$ cat src/rtl/shift_sequencer_if.sv
// Command and shift-register datapath bundle for shift_sequencer.
//   master : client side; drives the operation request and the register
//            output sr_out, observes status, result and register controls.
//   slave  : sequencer side; the inverse of master.
// Signals: start/data_in/amount/dir/mode/pause (request), ready/busy/done/
// result (status), sr_in/sr_I/sr_enable/sr_dir (register control), sr_out.
interface shift_sequencer_if #(
    parameter int unsigned N  = 16,
    parameter int unsigned AW = $clog2(N)
);
    logic          start;
    logic [N-1:0]  data_in;
    logic [AW-1:0] amount;
    logic          dir;
    logic [1:0]    mode;
    logic          pause;
    logic          ready;
    logic          busy;
    logic          done;
    logic [N-1:0]  result;
    logic [N-1:0]  sr_in;
    logic          sr_I;
    logic          sr_enable;
    logic          sr_dir;
    logic [N-1:0]  sr_out;

    modport master (
        output start, data_in, amount, dir, mode, pause, sr_out,
        input  ready, busy, done, result, sr_in, sr_I, sr_enable, sr_dir
    );

    modport slave (
        input  start, data_in, amount, dir, mode, pause, sr_out,
        output ready, busy, done, result, sr_in, sr_I, sr_enable, sr_dir
    );
endinterface

$ cat src/rtl/shift_sequencer.sv
// Multi-bit shift/rotate controller for a 1-bit-per-cycle shift register.
// Loads the operand into the external register, then recirculates the
// register output for `amount` enabled cycles while supplying the serial
// fill bit for the selected mode. One operation at a time via start/ready;
// completion is a single-cycle done pulse.
// Ports:
//   clk    : clock, rising edge
//   reset  : synchronous, active-low
//   bus    : shift_sequencer_if.slave (request, status, register control)
module shift_sequencer #(
    parameter int unsigned N = 16
) (
    input  logic              clk,
    input  logic              reset,
    shift_sequencer_if.slave  bus
);
    localparam int unsigned AW = $clog2(N);

    localparam logic [1:0] MODE_LOGICAL    = 2'b00;
    localparam logic [1:0] MODE_ARITHMETIC = 2'b01;
    localparam logic [1:0] MODE_ROTATE     = 2'b10;
    localparam logic [1:0] MODE_FILL_ONES  = 2'b11;

    typedef enum logic [1:0] {
        S_IDLE  = 2'd0,
        S_LOAD  = 2'd1,
        S_SHIFT = 2'd2,
        S_DONE  = 2'd3
    } state_e;

    typedef struct packed {
        logic [N-1:0]  data;
        logic [AW-1:0] amount;
        logic          dir;
        logic [1:0]    mode;
    } op_t;

    state_e        state_q, state_d;
    op_t           op_q, op_d;
    logic [AW-1:0] count_q, count_d;
    logic          ready_q, ready_d;
    logic          busy_q, busy_d;
    logic          done_q, done_d;
    logic          fill_bit;

    // Next-state, operand capture and shift countdown
    always_comb begin
        state_d = state_q;
        op_d    = op_q;
        count_d = count_q;
        case (state_q)
            S_IDLE: begin
                if (bus.start) begin
                    op_d.data   = bus.data_in;
                    op_d.amount = bus.amount;
                    op_d.dir    = bus.dir;
                    op_d.mode   = bus.mode;
                    state_d     = S_LOAD;
                end
            end
            S_LOAD: begin
                count_d = op_q.amount;
                state_d = (op_q.amount != '0) ? S_SHIFT : S_DONE;
            end
            S_SHIFT: begin
                // A paused cycle freezes the count; the last step is taken at count 1
                if (!bus.pause) begin
                    count_d = count_q - AW'(1);
                    if (count_q == AW'(1)) begin
                        state_d = S_DONE;
                    end
                end
            end
            S_DONE: begin
                state_d = S_IDLE;
            end
            default: begin
                state_d = S_IDLE;
            end
        endcase

        // Status flags are decoded from the next state so they register cleanly
        ready_d = (state_d == S_IDLE);
        busy_d  = (state_d != S_IDLE);
        done_d  = (state_d == S_DONE);
    end

    // State and registered status
    always_ff @(posedge clk) begin
        if (!reset) begin
            state_q <= S_IDLE;
            op_q    <= '0;
            count_q <= '0;
            ready_q <= 1'b1;
            busy_q  <= 1'b0;
            done_q  <= 1'b0;
        end else begin
            state_q <= state_d;
            op_q    <= op_d;
            count_q <= count_d;
            ready_q <= ready_d;
            busy_q  <= busy_d;
            done_q  <= done_d;
        end
    end

    // Serial fill bit for the selected mode and direction
    always_comb begin
        fill_bit = 1'b0;
        case (op_q.mode)
            MODE_LOGICAL:    fill_bit = 1'b0;
            MODE_ARITHMETIC: fill_bit = op_q.dir ? 1'b0 : bus.sr_out[N-1];
            MODE_ROTATE:     fill_bit = op_q.dir ? bus.sr_out[N-1] : bus.sr_out[0];
            MODE_FILL_ONES:  fill_bit = 1'b1;
            default:         fill_bit = 1'b0;
        endcase
    end

    // Register control: operand only in LOAD, otherwise recirculate sr_out
    assign bus.sr_in     = (state_q == S_LOAD) ? op_q.data : bus.sr_out;
    assign bus.sr_enable = (state_q == S_SHIFT) && !bus.pause;
    assign bus.sr_dir    = op_q.dir;
    assign bus.sr_I      = fill_bit;

    assign bus.ready  = ready_q;
    assign bus.busy   = busy_q;
    assign bus.done   = done_q;
    assign bus.result = bus.sr_out;
endmodule

$ cat src/flat_wrapper.sv
// flat-port wrapper written by rule: the top's interface ports become plain ports
module shift_sequencer_flat 
#(
    parameter int unsigned N = 16
)
  (clk, reset, bus_start, bus_data_in, bus_amount, bus_dir, bus_mode, bus_pause, bus_sr_out, bus_ready, bus_busy, bus_done, bus_result, bus_sr_in, bus_sr_I, bus_sr_enable, bus_sr_dir);
  shift_sequencer_if #(.N(N)) bus_i ();
  input  logic clk;
  input  logic reset;
  input wire logic [$bits(bus_i.start)-1:0] bus_start;
  input wire logic [$bits(bus_i.data_in)-1:0] bus_data_in;
  input wire logic [$bits(bus_i.amount)-1:0] bus_amount;
  input wire logic [$bits(bus_i.dir)-1:0] bus_dir;
  input wire logic [$bits(bus_i.mode)-1:0] bus_mode;
  input wire logic [$bits(bus_i.pause)-1:0] bus_pause;
  input wire logic [$bits(bus_i.sr_out)-1:0] bus_sr_out;
  output wire logic [$bits(bus_i.ready)-1:0] bus_ready;
  output wire logic [$bits(bus_i.busy)-1:0] bus_busy;
  output wire logic [$bits(bus_i.done)-1:0] bus_done;
  output wire logic [$bits(bus_i.result)-1:0] bus_result;
  output wire logic [$bits(bus_i.sr_in)-1:0] bus_sr_in;
  output wire logic [$bits(bus_i.sr_I)-1:0] bus_sr_I;
  output wire logic [$bits(bus_i.sr_enable)-1:0] bus_sr_enable;
  output wire logic [$bits(bus_i.sr_dir)-1:0] bus_sr_dir;
  assign bus_i.start = bus_start;
  assign bus_i.data_in = bus_data_in;
  assign bus_i.amount = bus_amount;
  assign bus_i.dir = bus_dir;
  assign bus_i.mode = bus_mode;
  assign bus_i.pause = bus_pause;
  assign bus_i.sr_out = bus_sr_out;
  assign bus_ready = bus_i.ready;
  assign bus_busy = bus_i.busy;
  assign bus_done = bus_i.done;
  assign bus_result = bus_i.result;
  assign bus_sr_in = bus_i.sr_in;
  assign bus_sr_I = bus_i.sr_I;
  assign bus_sr_enable = bus_i.sr_enable;
  assign bus_sr_dir = bus_i.sr_dir;
  shift_sequencer #(.N(N)) u_core (.clk(clk), .reset(reset), .bus(bus_i));
endmodule
$ cat config.mk
export PLATFORM = sky130hd
export DESIGN_NAME = shift_sequencer_flat
export DESIGN_NICKNAME = d
export VERILOG_FILES = /design/src/rtl/shift_sequencer_if.sv /design/src/rtl/shift_sequencer.sv /design/src/flat_wrapper.sv
export SDC_FILE = /design/constraint.sdc
export NUM_CORES = 1
export LEC_CHECK = 0
export BUFFER_PORTS_ARGS = -buffer_cell sky130_fd_sc_hd__buf_2
export CORE_AREA = 2 2 62 64
export DETAILED_ROUTE_END_ITERATION = 12
export DIE_AREA = 0 0 64 66
export GPL_TIMING_DRIVEN = 0
export PLACE_DENSITY = 0.79
export SYNTH_ARGS = -nofsm -noshare
export SYNTH_HDL_FRONTEND = slang
export SYNTH_SLANG_ARGS = --single-unit
export TNS_END_PERCENT = 100
$ cat constraint.sdc
create_clock -name clk -period 2.4 [get_ports clk]
set_input_delay 0.24 -clock clk [delete_from_list [all_inputs] [get_ports clk]]
set_output_delay 0.24 -clock clk [all_outputs]
set_load 0.1 [all_outputs]
# After elaboration in Yosys (flattened, before gate mapping)
# Index checks and enable logic that the tools add are counted.
[word_totals]
input_bits = 43
out_inout_bits = 38
mem_bits_rw = 0
memories = 0
rom_bits = 0
reg_bits = 32
wordCells = 40
latchBits = 0
[op_classes]
n_eq_ne = 9
shifts = 0
n_mux = 11
n_div = 0
multipliers = 0
order_cmp = 0
bitwise = 0
n_addsub = 1
reduce_logical = 10
[op_table]
columns = ["cell", "n"]
rows = [
  ["$mux W16", 1],
  ["$eq A2 B2 Y1 const B", 5],
  ["$pmux W2 S4", 1],
  ["$pmux W4 S2", 1],
  ["$logic_not A2 Y1", 3],
  ["$mux W2", 3],
  ["$eq A2 B1 Y1 const B", 2],
  ["$eq A4 B1 Y1 const B", 1],
  ["$mux W4", 1],
  ["$pmux W1 S4", 1],
  ["$reduce_and A2 Y1", 2],
  ["$reduce_bool A2 Y1", 2],
  ["$reduce_bool A4 Y1", 1],
  ["$sub A4 B1 Y4 const B", 1],
  ["$mux W1", 3],
  ["$ne A2 B2 Y1 const B", 1],
  ["$logic_and A1 B1 Y1", 1],
  ["$logic_not A1 Y1", 1],
]

# Longest topological paths before layout
# Gate-level depths: netlist of the first run.
[logic_depth]
word_depth = 5
mapped_depth = 7
ltp_nobuf = 6

# Least setup slack after synthesis of the first run
# No wires, ideal clock.
[synth_path]
path_kind = "flip-flop to output port"
from = "reg u_core.op_q (netlist bit u_core.bus.sr_dir)"
to = "out bus_sr_I"
required_ps = 2160
n_path_buf = 0
slack_ps = -468
path_stages_with_launch = 3
arrival_ps = 2628
cell_sequence = "dfxtp_1 -> a21oi_1 -> o22ai_1"
[synth_via]
elab_chain_len = 2
word_cells_on_any_way = 3
cone_classes = "mux: 3"
[synth_lines]
columns = ["item", "line_no", "rtl"]
rows = [
  ["start: declaration", "shift_sequencer.sv:39", "op_t op_q, op_d;"],
  ["start signal: assignment", "shift_sequencer.sv:99", "op_q <= op_d;"],
  ["$mux W1, on equally long branches", "shift_sequencer.sv:113, shift_sequencer.sv:112", ""],
  ["$pmux W1 S4 *", "shift_sequencer.sv:110", "case (op_q.mode)"],
  ["end: declaration", "flat_wrapper.sv:22", "output wire logic [$bits(bus_i.sr_I)-1:0] bus_sr_I;"],
]
# Mark *: on every way between the ends. The rest lies on a longest branch, timed or not.

# Worst setup path in the final report of the first run
[layout_path]
from = "reg u_core.state_q[0]"
to = "out bus_sr_in[9]"
[layout_via]
elab_chain_len = 2
[layout_lines]
columns = ["item", "line_no", "rtl"]
rows = [
  ["start: declaration", "shift_sequencer.sv:38", "state_e state_q, state_d;"],
  ["start signal: assignment", "shift_sequencer.sv:98", "state_q <= state_d;"],
  ["$eq A2 B1 Y1", "shift_sequencer.sv:120", "assign bus.sr_in = (state_q == S_LOAD) ? op_q.data : bus.sr_out;"],
  ["$mux W16", "shift_sequencer.sv:120", ""],
  ["end: declaration", "flat_wrapper.sv:21", "output wire logic [$bits(bus_i.sr_in)-1:0] bus_sr_in;"],
]
# Every way passes these cells.

==> results of run 1 <==
==> logic make-up (layout without fill, tap and decap cells) <==
kind of cell / after synthesis / count (layout) / synth area share, %
adders and majority gates: 6 / 6 / 4.55
and+or+nand+nor: 64 / 64 / 17.6
buffers and inverters: 33 / 121 / 12.3
DFF: 32 / 32 / 38.8
AOI/OAI and AO/OA: 40 / 40 / 14.0
muxes: 19 / 19 / 12.7
==> final timing paths <==
| check | endpoint | slack [ns] |
|---|---|---|
| max | bus_sr_in[9] | 0.24 |
| min | u_core.op_q[8] | 0.14 |
| max reg2reg | u_core.op_q[9] | 0.86 |
| min reg2reg | u_core.op_q[15] | 0.46 |
==> cells in the final DEF, fill, tap and decap left out, types with 2 or more instances in the layout <==
cell | Yosys | routed
sky130_fd_sc_hd__inv_1 | 6 | 6
sky130_fd_sc_hd__clkbuf_4 | 0 | 5
sky130_fd_sc_hd__mux2i_1 | 3 | 3
sky130_fd_sc_hd__ha_1 | 6 | 6
sky130_fd_sc_hd__mux2_2 | 8 | 8
sky130_fd_sc_hd__buf_4 | 19 | 19
sky130_fd_sc_hd__mux2_1 | 8 | 8
sky130_fd_sc_hd__buf_2 | 1 | 81
sky130_fd_sc_hd__nand2_1 | 49 | 49
sky130_fd_sc_hd__nand3_1 | 2 | 2
sky130_fd_sc_hd__and2_1 | 2 | 2
sky130_fd_sc_hd__dfxtp_1 | 32 | 32
sky130_fd_sc_hd__a21oi_1 | 29 | 29
sky130_fd_sc_hd__nand2b_1 | 3 | 3
sky130_fd_sc_hd__clkbuf_1 | 4 | 6
sky130_fd_sc_hd__a22oi_1 | 2 | 2
sky130_fd_sc_hd__inv_2 | 2 | 2
==> routing by layer <==
metal  share of wire, %  global-route usage, %  vias up
li1                   -                      -      812
met1                 43                   20.9      705
met2                 51                   30.3       46
met3                6.0                   5.79        2
met4               0.91                   5.71        0
met5                  0                      0        -
==> power breakdown <==
part / switching [mW] / internal [mW]
Clock: 0.172 / 0.144
Combinational: 1.38 / 0.452
Sequential: 0.0764 / 0.654
Total: 1.62 / 1.25
==> per-stage QoR <==
step	cell area, um2	power, mW	utilization (%)	instances
after global routing	2180	3.05	61.3	330
after CTS	2180	2.90	61.3	330
after global placement	2120	2.56	59.7	322
final	2180	2.88	61.3	330
after detailed placement	2120	2.58	59.7	322
after floorplan	1660	2.30	-	194
==> state kept, by name, indices dropped and copies added, names as in the netlist <==
name and cells:
u_core.op_q 22, u_core.count_q 4, u_core.state_q 2, u_core.bus.busy 1
u_core.bus.done 1, u_core.bus.ready 1, u_core.bus.sr_dir 1
==> layout make-up <==
cell class                      instances  area (um2)
Tap cell                               48        60.1
Fill cell                             336        1370
Timing Repair Buffer                   80         400
Inverter                                8        30.0
Clock buffer                            8        58.8
Buffer                                 25         174
Sequential cell                        32         641
Multi-Input combinational cell        129         813
==> cells in the mapped netlist, types with 3 or more instances <==
library cell	count	share of area (%)
sky130_fd_sc_hd__a21oi_1	29	8.8
sky130_fd_sc_hd__inv_1	6	1.4
sky130_fd_sc_hd__mux2i_1	3	1.8
sky130_fd_sc_hd__ha_1	6	4.5
sky130_fd_sc_hd__mux2_2	8	5.5
sky130_fd_sc_hd__buf_4	19	8.6
sky130_fd_sc_hd__mux2_1	8	5.5
sky130_fd_sc_hd__dfxtp_1	32	39
sky130_fd_sc_hd__nand2_1	49	11
sky130_fd_sc_hd__clkbuf_1	4	0.91
sky130_fd_sc_hd__nand2b_1	3	1.1
==> worst register-to-register path: cells and delay by family (launching register included) <==
family	cells	cell delay (ns)
AOI/OAI and AO/OA	1	0.14
adders and majority gates	1	0.23
buffers and inverters	2	0.48
DFF	1	0.41
and+or+nand+nor	2	0.21
==> run_results.csv, run 1 <==
group,metric,value,unit
run_status,outcome,"completed",
routing,routed_wl,3.61,mm
place,io_buffers,80,
power,total_leakage_power,1.03,nW
sta,drv_slew,0,
synth,synth.net_count,243,
synth,synth_seq_area_share,38.8,%
floorplan,fp.coreArea,0.00355,mm2
routing,vias_per_cell,4.74,
global_routing,grtUsageTotal,17.7,%
worst_setup_path,count_of_cell_instances_traversed_by_the_critical_path,5,
global_routing,first_global_vias,1364,
hold_path,holdCritStartpoint,"bus_data_in[1]",
sta,min_period,2.16,ns
worst_setup_path,critical_path_required,2.16,ns
final_layout,n_diodes,0,
routing,first_iter_violations,50,
sta,max_clock_freq,462,MHz
cts,cts_htree_levels,2,
worst_setup_path,worst_path_fanout_max,10,
synth,synth_area_per_cell,8.51,um2
sta,totalNegativeSetupSlack,0,ns
final_layout,post_route_cells_drive_above_1_share,44.0,%
worst_setup_path,path_delay_family,"buffers and inverters",
cts,cts_num_sinks,32,
floorplan,pin_count,81,
floorplan,starting_density,46.5,%
worst_setup_path,cpPeakStageDelay,0.41,ns
floorplan,rows,22,
worst_setup_path,reg2reg_depth,6,
synth,synth_cell_type_count,34,
cts,cts_setup_buffers,0,
sta,final.setup.worst_slack,0.235,ns
cts,hold_buffers,0,
synth,most_used_flip_flop_cell_after_synthesis,"sky130_fd_sc_hd__dfxtp_1",
floorplan,floorplan.die.height,66,um
power,irDropWorstVdd,0.621,mV
cts,numCtsBuffers,5,
sta,clock_skew,0.00455,ns
worst_setup_path,critPathLaunch,"u_core.state_q[0]",
sta,setup_repair_after_global_routing_missed_its_margin,"no",
worst_setup_path,worstSetupEndpointType,"primary output",
final_layout,area.growth.synth_to_final,31.8,%
sta,worst_rel_slew_slack,67.2,%
worst_setup_path,critical_path_arrival,1.92,ns
sta,hold_viol_final,0,
sta,setup-violations-final,0,
synth,asyncSetResetFlopFracSynth,0,%
global_routing,gr-total-overflow,0,
worst_setup_path,critical_path_class,"flip-flop to primary output",
hold_path,min-delay-path-class,"input port to flip-flop",
run,drv.max_cap_violation_count,0,
synth,synth_cells,194,
worst_setup_path,number_of_buffers_and_inverters_on_the_critical_path,3,
worst_setup_path,critical_path.slowest_cell,"sky130_fd_sc_hd__dfxtp_1",
global_routing,antenna_found_initial,0,
sta,final.period_utilization,90.2,%
routing,post_drt_wl_per_cell,10.9,um
floorplan,design.die.area,0.00422,mm2
place,detail_placement_hpwl,2.81,mm
hold_path,holdPathStages,3,
place,dpl_worst_slack,0.591,ns
routing,drtAntennaViolNets,0,
routing,num_vias,1565,
cts,cts_tree,"built",
floorplan,floorplan.die.width,64,um
synth,post_synth_instance_area,0.00165,mm2
cts,clock_tree.root_cell,"sky130_fd_sc_hd__clkbuf_4",
sta,final.hold.worst_slack,0.140,ns
global_routing,grt_pass1_wl,5.82,mm
routing,drc_violations_left,0,
cts,path_clk_slew,0.10,ns
final_layout,design.final.nets,330,
cts,post_cts_resize_count,0,
synth,synth_edf_count,0,
power,power-per-cell-area,1320,mW/mm2
worst_setup_path,crit-reg2reg-launch,"u_core.state_q[0]",
cts,maximum_count_of_clock_buffers_along_a_single_path,2,
global_routing,grt_max_degree,11,
sta,tightest_slew,0.496,ns
worst_setup_path,timing.critical_path.cells,"ha_1 > buf_4 > buf_6 > mux2_1 > buf_2",
synth,number_of_warning_messages_in_the_yosys_log,0,
cts,clk_latency,0.33,ns
worst_setup_path,critPathLaunchType,"flip-flop",
place,gp_congestion,0.810,
routing,number_of_detailed_routing_iterations_run_before_antenna_repair,4,
synth,synth.ff_latch_count,32,
Power figures use the tool's default switching activity.
==> run 2: changes to the inputs <==
--- a/config.mk
+++ b/config.mk
@@ -5,12 +5,12 @@
 export SDC_FILE = /design/constraint.sdc
 export NUM_CORES = 1
 export LEC_CHECK = 0
-export BUFFER_PORTS_ARGS = -buffer_cell sky130_fd_sc_hd__buf_2
-export CORE_AREA = 2 2 62 64
+export CORE_AREA = 2 2 61 63
 export DETAILED_ROUTE_END_ITERATION = 12
-export DIE_AREA = 0 0 64 66
+export DIE_AREA = 0 0 63 65
+export DONT_BUFFER_PORTS = 1
 export GPL_TIMING_DRIVEN = 0
-export PLACE_DENSITY = 0.79
+export PLACE_DENSITY = 0.61
 export SYNTH_ARGS = -nofsm -noshare
 export SYNTH_HDL_FRONTEND = slang
 export SYNTH_SLANG_ARGS = --single-unit
==> run_results.csv, run 2 (same netlist as run 1, synthesis figures left out) <==
group,metric,value,unit
global_routing,grt_max_degree,11,
cts,clk_latency,0.33,ns
cts,cts_num_sinks,32,
routing,number_of_detailed_routing_iterations_run_before_antenna_repair,4,
floorplan,design.die.area,0.00410,mm2
cts,clock_tree.root_cell,"sky130_fd_sc_hd__clkbuf_4",
run_status,outcome,"completed",
run,drv.max_cap_violation_count,0,
sta,final.period_utilization,89.0,%
sta,max_clock_freq,468,MHz
sta,hold_viol_final,0,
power,power-per-cell-area,1550,mW/mm2
worst_setup_path,path_delay_family,"compound AO/OA/AOI/OAI gates",
final_layout,leading_cell_types_in_the_layout_fill_and_taps_excluded,"sky130_fd_sc_hd__nand2_1, sky130_fd_sc_hd__dfxtp_1, sky130_fd_sc_hd__a21oi_1",
routing,num_vias,1284,
routing,routed_wl,3.57,mm
routing,vias_per_cell,5.16,
sta,totalNegativeSetupSlack,0,ns
sta,worst_rel_slew_slack,37.6,%
cts,hold_buffers,0,
final_layout,largest-register,"u_core.op_q",
place,detail_placement_hpwl,2.77,mm
final_layout,most_common_library_cell_in_the_layout_ignoring_fill_and_taps,"sky130_fd_sc_hd__nand2_1",
worst_setup_path,critical_path_required,2.16,ns
routing,post_drt_wl_per_cell,14.3,um
final_layout,n_diodes,0,
worst_setup_path,critPathLaunchType,"flip-flop",
routing,drc_violations_left,0,
worst_setup_path,reg2reg_depth,6,
place,gp_congestion,0.668,
cts,path_clk_slew,0.09,ns
sta,clock_skew,0.00524,ns
worst_setup_path,critical_path_class,"flip-flop to primary output",
worst_setup_path,count_of_cell_instances_traversed_by_the_critical_path,2,
sta,min_period,2.14,ns
sta,tightest_slew,0.935,ns
final_layout,postLayoutCellArea,0.00177,mm2
worst_setup_path,number_of_buffers_and_inverters_on_the_critical_path,0,
power,irDropWorstVdd,0.666,mV
cts,cts_htree_levels,2,
sta,drv_slew,0,
floorplan,rows,22,
global_routing,grt_pass1_wl,5.58,mm
floorplan,pin_count,81,
cts,numCtsBuffers,5,
power,total_leakage_power,0.701,nW
worst_setup_path,timing.critical_path.cells,"a21oi_1 > o22ai_4",
final_layout,post_route_cells_drive_above_1_share,26.4,%
sta,setup_repair_after_global_routing_missed_its_margin,"no",
floorplan,floorplan.die.width,63,um
routing,first_iter_violations,52,
worst_setup_path,worst_path_fanout_max,4,
sta,setup-violations-final,0,
worst_setup_path,critical_path_arrival,1.90,ns
final_layout,top_regs,"u_core.op_q (22), u_core.count_q (4), u_core.state_q (2)",
final_layout,design.final.nets,250,
floorplan,starting_density,47.2,%
final_layout,largest_reg_flops,22,
routing,drtAntennaViolNets,0,
hold_path,holdPathStages,2,
global_routing,antenna_found_initial,0,
global_routing,grtUsageTotal,18.0,%
worst_setup_path,critical_path.slowest_cell,"sky130_fd_sc_hd__dfxtp_2",
cts,maximum_count_of_clock_buffers_along_a_single_path,2,
global_routing,first_global_vias,1237,
place,dpl_cell_area,0.00172,mm2
final_layout,area.growth.synth_to_final,7.35,%
worst_setup_path,cpPeakStageDelay,0.72,ns
floorplan,fp.coreArea,0.00350,mm2
cts,cts_tree,"built",
worst_setup_path,worstSetupEndpointType,"primary output",
place,io_buffers,0,
hold_path,min-delay-path-class,"input port to flip-flop",
floorplan,floorplan.die.height,65,um
global_routing,gr-total-overflow,0,
-- run 2: changes by cell type in the layout (fill, tap and decap cells not counted), sizes merged --
| cell | previous run | this run |
|---|---|---|
| clkinv | 0 | 1 |
| buf | 101 | 21 |
| clkbuf | 12 | 10 |
-- run 2: final timing paths --
check / from / endpoint / slack [ns]
setup / recovery: u_core.bus.sr_dir / bus_sr_I / 0.26
hold / removal: reset / u_core.state_q[0] / 0.02
setup reg to reg: u_core.state_q[0] / u_core.count_q[1] / 0.66
hold reg to reg: u_core.op_q[21] / u_core.op_q[21] / 0.46
-- run 2: area by class of cell --
type,instances,area [um2]
sequential,32,642
clock inverter,1,5.00
fill,343,1720
multi-input combinational,129,821
clock buffer,6,41.3
inverter,8,30.0
buffer,25,174
tap,48,60.1
-- run 2: what timing repair did --
item                                    4_1_cts  5_1_grt
setup buffers                                 0        0
endpoints found under the setup margin        1        8
resized for setup                             2        8
-- run 2: layer usage --
metal | wire (um) | share of wire, % | global-route usage [%] | up-vias
li1 | - | - | - | 648
met1 | 1340 | 37 | 17.1 | 599
met3 | 225 | 6.3 | 8.16 | 5
met2 | 1970 | 55 | 33.5 | 32
met4 | 39 | 1.1 | 7.22 | 0
met5 | 0 | 0 | 0 | -
-- run 2: stage by stage --
stage / utilization (%) / setup WS (ns) / power [mW] / hold WS [ns] / std cells
after floorplan: - / 0.153 / 2.30 / 0.356 / 194
after global placement: 49.1 / 0.0823 / 2.42 / 0.358 / 242
after detailed placement: 49.1 / 0.0556 / 2.46 / 0.363 / 242
after CTS: 50.7 / 0.0554 / 2.75 / 0.0117 / 249
after global routing: 50.7 / 0.183 / 2.89 / 0.00108 / 249
final: 50.7 / 0.265 / 2.74 / 0.0205 / 249
-- run 2: where the power goes --
| group | switching, mW | internal [mW] | total (mW) |
|---|---|---|---|
| Sequential | 0.266 | 0.655 | 0.921 |
| Combinational | 1.17 | 0.370 | 1.54 |
| Clock | 0.174 | 0.108 | 0.282 |
| Total | 1.61 | 1.13 | 2.74 |
